## config.mk

```make
export PLATFORM = sky130hd
export DESIGN_NAME = mem_region_router
export DESIGN_NICKNAME = d
export VERILOG_FILES = /design/src/rtl/mem_region_router.sv
export SDC_FILE = /design/constraint.sdc
export NUM_CORES = 1
export LEC_CHECK = 0
export ABC_AREA = 1
export CAP_MARGIN = 20
export CORE_MARGIN = 4
export CORE_UTILIZATION = 40
export CTS_CLUSTER_DIAMETER = 200
export DETAILED_ROUTE_END_ITERATION = 8
export PLACE_DENSITY_LB_ADDON = 0.05
export SYNTH_ARGS = -nofsm -noshare
export SYNTH_HDL_FRONTEND = slang
export SYNTH_SLANG_ARGS = --single-unit
```

## constraint.sdc

```tcl
create_clock -name clk -period 5.2 [get_ports clk]
set_input_delay 1.56 -clock clk [delete_from_list [all_inputs] [get_ports clk]]
set_output_delay 1.56 -clock clk [all_outputs]
set_load 0.05 [all_outputs]
```

## src/rtl/mem_region_router.sv

```systemverilog
// mem_region_router: decodes one CPU memory request against N_TGT programmable
// base/mask regions and forwards it to the first matching target over a
// req/wait/ack handshake. Unmapped, ambiguous (read+write) and timed-out
// requests complete with req_err=1.
// Optional build macro: SEGMENT_MIRROR_EN -- when defined, the top three
// address bits are cleared before decode, so KUSEG/KSEG0/KSEG1 mirrors
// reach the same target.
module mem_region_router #(
  parameter int ADDR_W = 32,
  parameter int DATA_W = 32,
  parameter int N_TGT = 4,
  parameter logic [N_TGT*ADDR_W-1:0] TGT_BASE =
    {32'h1F80_1000, 32'h1F80_0000, 32'h0000_0000, 32'h1FC0_0000},
  parameter logic [N_TGT*ADDR_W-1:0] TGT_MASK =
    {32'hFFFF_F000, 32'hFFFF_FC00, 32'hFFE0_0000, 32'hFFF8_0000},
  parameter int TIMEOUT = 100
) (
  input  logic                    clk,
  input  logic                    rst,
  input  logic [ADDR_W-1:0]       req_addr,
  input  logic [DATA_W-1:0]       req_wdata,
  input  logic [DATA_W/8-1:0]     req_be,
  input  logic                    req_ren,
  input  logic                    req_wen,
  output logic                    req_ack,
  output logic                    req_err,
  output logic [DATA_W-1:0]       req_rdata,
  output logic [4:0]              state,
  output logic [N_TGT-1:0]        tgt_req,
  output logic                    tgt_we,
  output logic [ADDR_W-1:0]       tgt_addr,
  output logic [DATA_W-1:0]       tgt_wdata,
  output logic [DATA_W/8-1:0]     tgt_be,
  input  logic [N_TGT*DATA_W-1:0] tgt_rdata,
  input  logic [N_TGT-1:0]        tgt_wait,
  input  logic [N_TGT-1:0]        tgt_ack
);

  localparam int BE_W = DATA_W / 8;
  localparam int CNT_W = $clog2(TIMEOUT) + 1;
  localparam logic [CNT_W-1:0] CNT_LAST = CNT_W'(TIMEOUT - 1);

  typedef enum logic [4:0] {
    S_IDLE  = 5'b00001,
    S_ISSUE = 5'b00010,
    S_RESP  = 5'b00100,
    S_DONE  = 5'b01000,
    S_ERR   = 5'b10000
  } state_t;

  state_t state_reg, state_next;

  logic [ADDR_W-1:0] decode_addr;
  logic [N_TGT-1:0]  hit;
  logic [N_TGT-1:0]  hit_sel;
  logic              mapped;

  logic [ADDR_W-1:0] addr_reg;
  logic [DATA_W-1:0] wdata_reg;
  logic [BE_W-1:0]   be_reg;
  logic [N_TGT-1:0]  sel_reg;
  logic              we_reg;
  logic [CNT_W-1:0]  cnt_reg;
  logic              ack_reg;
  logic              err_reg;
  logic [DATA_W-1:0] rdata_reg;

  logic [DATA_W-1:0] rdata_sel;
  logic [ADDR_W-1:0] mask_sel;
  logic              wait_sel;
  logic              ack_sel;
  logic              timeout_hit;
  logic [N_TGT-1:0]  tgt_req_c;

`ifdef SEGMENT_MIRROR_EN
  // Segment bits are dropped so all three CPU segments alias one region.
  assign decode_addr = {3'b000, req_addr[ADDR_W-4:0]};
`else
  assign decode_addr = req_addr;
`endif

  // Region match per target.
  generate
    for (genvar gi = 0; gi < N_TGT; gi++) begin : g_hit
      assign hit[gi] = ((decode_addr & TGT_MASK[gi*ADDR_W +: ADDR_W])
                        == TGT_BASE[gi*ADDR_W +: ADDR_W]);
    end
  endgenerate

  // Lowest-index hit wins: isolate the least significant set bit.
  assign hit_sel = hit & (~hit + N_TGT'(1));
  assign mapped  = |hit;

  // Selected target's read data and region mask, from the latched one-hot select.
  always_comb begin
    rdata_sel = '0;
    mask_sel  = '0;
    for (int i = 0; i < N_TGT; i++) begin
      if (sel_reg[i]) begin
        rdata_sel = rdata_sel | tgt_rdata[i*DATA_W +: DATA_W];
        mask_sel  = mask_sel | TGT_MASK[i*ADDR_W +: ADDR_W];
      end
    end
  end

  assign wait_sel    = |(tgt_wait & sel_reg);
  assign ack_sel     = |(tgt_ack & sel_reg);
  assign timeout_hit = (cnt_reg == CNT_LAST);

  // Next-state decode and the state-qualified target strobe.
  always_comb begin
    state_next = state_reg;
    tgt_req_c  = '0;
    case (state_reg)
      S_IDLE: begin
        if (req_ren && req_wen) begin
          state_next = S_ERR;
        end else if (req_ren || req_wen) begin
          state_next = mapped ? S_ISSUE : S_ERR;
        end
      end
      S_ISSUE: begin
        tgt_req_c = sel_reg;
        if (timeout_hit) begin
          state_next = S_ERR;
        end else if (!wait_sel) begin
          state_next = S_RESP;
        end
      end
      S_RESP: begin
        // An ack arriving on the timeout cycle still completes normally.
        if (ack_sel) begin
          state_next = S_DONE;
        end else if (timeout_hit) begin
          state_next = S_ERR;
        end
      end
      S_ERR: begin
        state_next = S_DONE;
      end
      S_DONE: begin
        if (!req_ren && !req_wen) begin
          state_next = S_IDLE;
        end
      end
      default: begin
        state_next = S_IDLE;
      end
    endcase
  end

  // State register.
  always_ff @(posedge clk or posedge rst) begin
    if (rst) begin
      state_reg <= S_IDLE;
    end else begin
      state_reg <= state_next;
    end
  end

  // Capture the request when it is accepted for a mapped target.
  always_ff @(posedge clk or posedge rst) begin
    if (rst) begin
      addr_reg  <= '0;
      wdata_reg <= '0;
      be_reg    <= '0;
      sel_reg   <= '0;
      we_reg    <= 1'b0;
    end else if (state_reg == S_IDLE && state_next == S_ISSUE) begin
      addr_reg  <= decode_addr;
      wdata_reg <= req_wdata;
      be_reg    <= req_be;
      sel_reg   <= hit_sel;
      we_reg    <= req_wen;
    end
  end

  // Cycle counter covering the ISSUE+RESP window; idle elsewhere.
  always_ff @(posedge clk or posedge rst) begin
    if (rst) begin
      cnt_reg <= '0;
    end else if (state_reg == S_ISSUE || state_reg == S_RESP) begin
      cnt_reg <= cnt_reg + 1'b1;
    end else begin
      cnt_reg <= '0;
    end
  end

  // Response registers: ack/err rise on entry to DONE, fall on leaving it.
  always_ff @(posedge clk or posedge rst) begin
    if (rst) begin
      ack_reg   <= 1'b0;
      err_reg   <= 1'b0;
      rdata_reg <= '0;
    end else begin
      case (state_reg)
        S_ISSUE: begin
          if (timeout_hit) begin
            rdata_reg <= '0;
          end
        end
        S_RESP: begin
          if (ack_sel) begin
            ack_reg <= 1'b1;
            if (!we_reg) begin
              rdata_reg <= rdata_sel;
            end
          end else if (timeout_hit) begin
            rdata_reg <= '0;
          end
        end
        S_ERR: begin
          ack_reg <= 1'b1;
          err_reg <= 1'b1;
        end
        S_DONE: begin
          if (!req_ren && !req_wen) begin
            ack_reg <= 1'b0;
            err_reg <= 1'b0;
          end
        end
        default: begin
        end
      endcase
    end
  end

  assign req_ack   = ack_reg;
  assign req_err   = err_reg;
  assign req_rdata = rdata_reg;
  assign state     = state_reg;
  assign tgt_req   = tgt_req_c;
  assign tgt_we    = we_reg;
  assign tgt_addr  = addr_reg & ~mask_sel;
  assign tgt_wdata = wdata_reg;
  assign tgt_be    = be_reg;

endmodule

```

==> results of run 1 <==
final cells by class:
| cell class | instances | share of cell area, % |
|---|---|---|
| Timing Repair Buffer | 328 | 33.4 |
| Sequential cell | 120 | 30.6 |
| Multi-Input combinational cell | 586 | 24.6 |
| Clock buffer | 20 | 4.55 |
| Inverter | 76 | 2.96 |
| Tap cell | 184 | 2.35 |
| Clock inverter | 10 | 1.56 |
worst paths after layout:
path | start | cells after the start | endpoint | slack, ns
worst max-delay path | sel_reg[2] | 4 | tgt_addr[27] | 1.0
worst min-delay path | req_rdata[23] | 2 | req_rdata[23] | 0.46
worst max register to register | sel_reg[2] | 10 | req_rdata[2] | 2.77
worst min register to register | req_rdata[23] | 2 | req_rdata[23] | 0.46
max in group asynchronous | rst | 3 | state[0] | 2.66
min in group asynchronous | rst | 2 | tgt_wdata[19] | 1.68
placed cells by master, fill, tap and decap left out, drive strengths merged:
cell,instances
nand2,436
clkdlybuf4s50,319
dfrtp,119
inv,76
nor2,62
nand4,38
o21ai,22
clkbuf,20
nand3,13
buf,9
xor2,5
clkinv,5
bufinv,4
o22ai,2
nor3,2
a22o,2
o211ai,2
a21oi,1
ha,1
clkinvlp,1
dfstp,1
cell families after synthesis:
family	after synthesis	share of synthesized area, %
AND/OR/NAND/NOR	551	36.8
AO/OA/AOI/OAI	29	2.68
flip-flops	120	50.2
XOR/XNOR	5	0.732
adder cells (fa/ha/maj)	1	0.209
buffers and inverters	123	9.43
per-stage QoR:
step / hold WS, ns / power, mW / std cells / setup slack [ns] / area, sq um
after global routing: 0.489 / 5.29 / 1324 / 0.788 / 9810
after detailed placement: 0.457 / 3.84 / 1294 / 1.30 / 9210
after global placement: 0.452 / 3.83 / 1294 / 1.34 / 9210
after floorplan: 0.433 / 2.98 / 829 / 0.456 / 5980
after CTS: 0.470 / 5.07 / 1324 / 0.884 / 9810
final: 0.465 / 5.02 / 1324 / 0.998 / 9810
report_power, final:
part           internal (mW)  switching [mW]
logic                  0.811            1.60
registers               1.24           0.169
clock network          0.804           0.406
total                   2.85            2.17
worst min-delay path: stages, from the launching register on:
cell and delay, ns:
dfrtp_1 0.33, nand2_1 0.05, nand2_1 0.05
routing by layer:
metal / up-vias / routed length [microns] / share of wire, % / global-route usage [%]
li1: 3119 / - / - / -
met1: 2781 / 7860 / 38 / 27.2
met2: 226 / 10100 / 49 / 41.2
met3: 26 / 2070 / 10 / 8.64
met4: 0 / 412 / 2.0 / 7.21
met5: - / 0 / 0 / 0
==> results.txt, run 1 <==
The combined buffer and inverter count along the critical path was 1. The logs give 15.4 mm for the placed wire-length estimate after detailed placement and 1338 for the final layout net count. For the pin with the worst max-slew slack, the measured transition is 0.818 ns. The tools report the global-route wire length before repair as 31.1 mm. The clock slew seen by the registers of the worst setup and hold paths was 0.05 ns. Slowest stage cell on the critical path: clkdlybuf4s50_1. Classification of the worst-slack hold path: reg2reg. The clock insertion delay at the later pin of the skew report was 0.41 ns. Synthesis produced a netlist with a net count of 1038. The run finished with clean final reports. For the count of yosys warnings during synthesis, the log shows 0.

The initial antenna violation count was 0. The category of the most critical setup path is reg2out. The worst setup path is launched from a flop.

The sequential cells in the finished layout cover a total of 3000 sq um. At the worst endpoint, the required time is 3.64 ns. The run gives 0 as the count of final setup violators. Max-cap violations in this run came to 0. Among all cell types in the netlist, the one instantiated most often is nand2_1. In this run the static leakage power is 4.78 nW. For this run, the detailed router's first-pass iteration total came to 4. The count of input and output buffers is 319.

The total number of H-tree levels is 4, and the mapped cell area is 5980 sq um. In this run, post-CTS repair resized a total of 0 instances. Of the synthesized area, sequential elements account for 50.2%.

After layout, the worst path uses 80.8% of the clock period. The final layout contains routed wiring with a total length of 20.4 mm. Count of filler cells inserted in the layout: 1279. The most frequent cell on the critical path was nor2_1.

By count the netlist is led by nand2_1, dfrtp_1, inv_1, nor2_1, nand4_1. STA classifies the critical path endpoint as an output port. The number of global-route vias before repair is 6111. The average size of a mapped cell came out at 7.22 sq um.

The most instantiated flip-flop cell in the synthesis netlist is dfrtp_1. Headroom to the max-slew limit came out at 45.5%. The hold-fix buffer count after cts was 0; the biggest fanout along the worst timing path was 11. The share of post-route cells with drive strength above 1 came out at 4.12%.

Across the VDD grid, the largest voltage drop is 395 uV. The pin count of the biggest net entering global routing came out at 65. Counting flops with a built-in enable in the synthesized netlist gives 0. After the first detailed-routing iteration, the DRC count stood at 243. Total DRC errors in the routed layout: 0. Using the TritonRoute via totals, the vias-per-cell ratio works out to 4.65. Traced cell by cell, the critical path runs through nor2_1 -> nand3_1 -> nor2_1 -> clkdlybuf4s50_1.

The top-level I/O count came out at 320. The area fraction of the dominant cell type after synthesis is 49.8%. On the worst path, the slowest cell contributes a delay of 0.85 ns.

The share of flip-flops with an asynchronous set or reset after synthesis is 100%, and the ratio of total power to cell area is 512 nW/um^2. TritonCTS created 17 clock buffers. The tools report the die area as 17000 sq um. Yosys attributes the largest share of cell area to dfrtp_1, nand2_1, inv_1. The repair_antennas step left the layout with diodes totalling 0.

Between clock sinks in the finished design, the worst skew comes to 0.00629 ns. Derived from the worst setup path, the maximum achievable clock frequency is 238 MHz. After floorplanning, the core was sized to cover 14600 sq um. TritonCTS built the clock tree. The cell chosen for the clock root was clkbuf_16.

The floorplan has 44 rows. In the final routed layout, each cell accounts on average for 15.4 microns. The minimum clock period after layout is 4.20 ns. Once the floorplan was initialized, standard cells occupied 41.0% of the core. From left edge to right edge, the die measures 130 microns. Data arrives at the worst endpoint at 2.64 ns. For the number of sinks driven by the clock tree, the log shows 120.

For the post-route setup TNS, the log shows 0 ns. The cell count after synthesis came out at 829. Broken down by cell family, the worst path's largest delay share belongs to simple AND/OR/NAND/NOR gates. The chip height works out to 130 microns.

The cell taking the most area after synthesis was dfrtp_1. Across all layers, the routed design uses 6152 vias. The total count of max-transition violations in the final report is 0. The tools report the hold violation total from the final report as 0. Setup repair after global routing left no endpoint under its margin. Count of different cell masters after synthesis: 27. After global routing the overflow that remains totals 0. Relative to the synthesized area, the layout overhead comes to 64.0%.

The tools report the post-route antenna net violation count as 0. The maximum buffer depth of the clock tree was 2. Once layout is complete, the utilization of the core stands at 67.3%. At the end of routability-driven placement, the weighted congestion stood at 0.840.

The area used by multi-input combinational logic was 2420 sq um; the number of flip-flops and latches in the synthesized netlist was 120. Once the clock tree was built, the setup fixing pass inserted 0 buffers. Global routing used 23.6% of the available tracks across all layers.
Power figures use the tool's default switching activity.
==> run 2, diff against run 1 <==
==> constraint.sdc (replaced) <==
create_clock -name clk -period 4.4 [get_ports clk]
set_input_delay 1.32 -clock clk [delete_from_list [all_inputs] [get_ports clk]]
set_output_delay 1.32 -clock clk [all_outputs]
set_load 0.05 [all_outputs]
==> run 2 against run 1 <==
  * Combinational power grew 17%
  * Sequential power grew 19%
  * Worst hold slack is essentially flat
  * Sequential cell count is the same
  * Clock power grew 21%
  * Clock skew grew 0.0022 ns
  * Cell count is essentially flat
  * Core utilization is essentially flat
  * Final area is essentially flat
  * Sequential share of layout area is essentially flat
  * Register-to-register slack lost 0.56 ns
  * Die area is the same
  * Largest power group unchanged
==> results.txt, run 2 (synthesis gave the netlist of run 1 again) <==
The area growth from synthesis to final layout was 63.9% (about the same). For the hold-fix buffer count after cts, the log shows 0 (unchanged). The number of cells on the worst hold path came out at 2 (unchanged). The count of final setup violators came out at 0 (unchanged). The chip height is 130 microns (unchanged).

The critical path launch point type is a flop. The tools report the wire length after detailed routing as 20.1 mm (-1.8%). The classification of the worst-slack hold path is reg2reg. For the clock network fraction of total power, the log shows 24.5% (+0.4 points). The number of cell rows came out at 44 (unchanged). The setup path with the least slack is of type reg2out. For the final layout net count, the log shows 1337 (-0.075%). DRC violation total after the first TritonRoute iteration: 244 (+0.41%).

The post-route antenna net violation count was 0 (unchanged). The static leakage was 4.79 nW (+0.31%); the count of filler cells inserted in the layout was 1284 (+0.39%). Leaving out fill and tap cells, the most frequent cell in the layout is nand2_1. The tools report the startpoint of the most critical hold path as req_rdata[21]. The run gives 120 (unchanged) as the number of sinks driven by the clock tree. The tools report the global-route wire length before repair as 29.9 mm (-3.6%). The placed standard-cell area was 9180 sq um (-0.37%). In this run the critical register-to-register path is captured at addr_reg[0]. The tools report the worst max-slew margin expressed relative to the limit as 55.7% (+10 points).

The share of post-route cells with drive strength above 1 works out to 5.26% (+1.1 points). STA classifies the critical path endpoint as an output port. The initial antenna violation count was 0 (unchanged); the remaining global-route overflow was 0 (unchanged).

The initial standard-cell utilization of the core is 41.0% (unchanged), and the worst hold margin is 0.465 ns (+0.000448 ns). TritonCTS built the clock tree. The tools report the maximum buffer depth of the clock tree as 2 (unchanged).

The tools report the count of cells resized by post-cts repair as 0 (unchanged). Dividing the final minimum period by the clock period gives 82.7%. The placed wire-length estimate after detailed placement came out at 14.8 mm (-3.6%).

The worst setup skew after layout was 0.00853 ns (+0.00224 ns); the peak supply drop was 552 uV (+40%). Number of global-route vias before repair: 5929 (-3.0%). Setup repair after global routing left no endpoint under its margin.

Post-route setup TNS: 0 ns (unchanged). The cell chosen for the clock root is clkbuf_16. The number of cells traversed by the worst register-to-register path was 7 (-3).

The net switching share of the total power is 43.0% (-0.20 points). The average via count per standard cell was 4.59 (-1.2%). The die span in x was 130 microns (unchanged); the count of antenna diodes in the layout was 0 (unchanged). The run gives 27.9% (about the same) as the part of the power in registers. The count of input and output buffers was 319 (unchanged); the global-route usage over all layers was 22.8% (-0.84 points). The run gives 14600 sq um (unchanged) as the area of the core region. The tools report the hold violation total from the final report as 0 (unchanged). The flow ran to the end, and the final reports show no timing, DRC or antenna violations. The top cell types in the final layout, fill and taps aside, are nand2_1, clkdlybuf4s50_1, dfrtp_1, inv_1, nor2_1.

The biggest fanout along the worst timing path was 6 (-5). The total count of max-transition violations in the final report is 0 (unchanged). The internal portion of total power is 3.38 mW (+19%). The critical path arrival was 2.32 ns (-0.32 ns); the top-level I/O count was 320 (unchanged).

The path with the worst hold slack has its endpoint at req_rdata[21]. The pin count of the biggest net entering global routing is 121 (+86%), and the worst endpoint required time is 3.08 ns (-0.56 ns). The clock slew seen by the registers of the worst setup and hold paths was 0.05 ns (about the same); the number of buffers added by the clock tree synthesis step was 17 (unchanged).

For the clock insertion delay at the later pin of the skew report, the log shows 0.41 ns (about the same). The ratio of total power to cell area is 606 nW/um^2 (+18%), and the final RePlAce weighted congestion is 0.836 (-0.48%). The average wire length per cell after detail routing works out to 15.1 microns (-1.8%). The post-CTS setup buffer count came out at 0 (unchanged). The run gives 9810 sq um (about the same) as the post-route cell area. The number of max-cap violations was 0 (unchanged); the combinational group share of total power was 47.6% (-0.4 points). The fmax came out at 275 MHz. The tools report the die area as 17000 sq um (unchanged). The tools report the register-to-register path setup slack as 2.21 ns (-0.56 ns). The startpoint identified for the worst register-to-register timing path is state[3]. The slew at the pin closest to its max-slew limit is 0.665 ns (-0.153 ns).

The total number of H-tree levels came out at 4 (unchanged). The number of vias in the routed layout was 6083 (-1.1%); the net switching power was 2.56 mW (+18%). The total DRC errors in the routed layout is 0 (unchanged), and the number of iterations in the first detailed-routing pass is 4 (unchanged). The routed design could run at a clock period as short as 3.64 ns.
## run 2: routing by layer
layer	up-vias	wire length [microns]	track usage, %
met3	26	2240	9.21
met4	0	470	7.82
met5	-	0	0
li1	3119	-	-
met2	217	9650	39.1
met1	2721	7710	25.8
## run 2: critical path: stages, from the launching register on
cell	delay [ns]
dfrtp_1	0.40
nor2_1	0.19
nand4_1	0.28
nor2_1	0.21
clkdlybuf4s50_1	0.83
## run 2: worst max-delay path by stage
stage | slack [ns] | to | cells after the start | start
floorplan | 1.38 | tgt_req[0] | 3 | state[3]
global placement | 0.84 | sel_reg[1] | 12 | req_addr[22]
detailed placement | 0.84 | addr_reg[25] | 12 | req_addr[22]
CTS | 0.73 | tgt_req[0] | 4 | state[3]
global route | 0.62 | tgt_req[0] | 4 | state[3]
finish | 0.76 | tgt_req[0] | 4 | state[3]
## run 2: metrics by stage
| stage | cells | total power [mW] | util, % | setup slack (ns) |
|---|---|---|---|---|
| final | 1325 | 5.94 | 67.2 | 0.760 |
| after global routing | 1325 | 6.26 | 67.2 | 0.617 |
| after CTS | 1325 | 6.01 | 67.2 | 0.733 |
| after detailed placement | 1293 | 4.52 | 62.9 | 0.842 |
| after global placement | 1293 | 4.50 | 62.9 | 0.840 |
| after floorplan | 829 | 3.52 | - | 1.38 |
## run 2: final cells by class
type                            instances  area [sq um]  area share (%)
Timing Repair Buffer                  327          3240            33.0
Sequential cell                       120          3000            30.6
Multi-Input combinational cell        586          2420            24.6
Clock buffer                           20           457            4.66
Inverter                               76           292            2.97
Tap cell                              184           230            2.35
Clock inverter                         12           174            1.77
## run 2: power by group through the flow
stage               Sequential (mW)  Combinational [mW]  Clock [mW]
floorplan                      2.37                1.15           0
global placement               1.66                2.84           0
detailed placement             1.66                2.86           0
CTS                            1.66                2.86        1.49
global route                   1.70                3.02        1.53
finish                         1.66                2.83        1.46
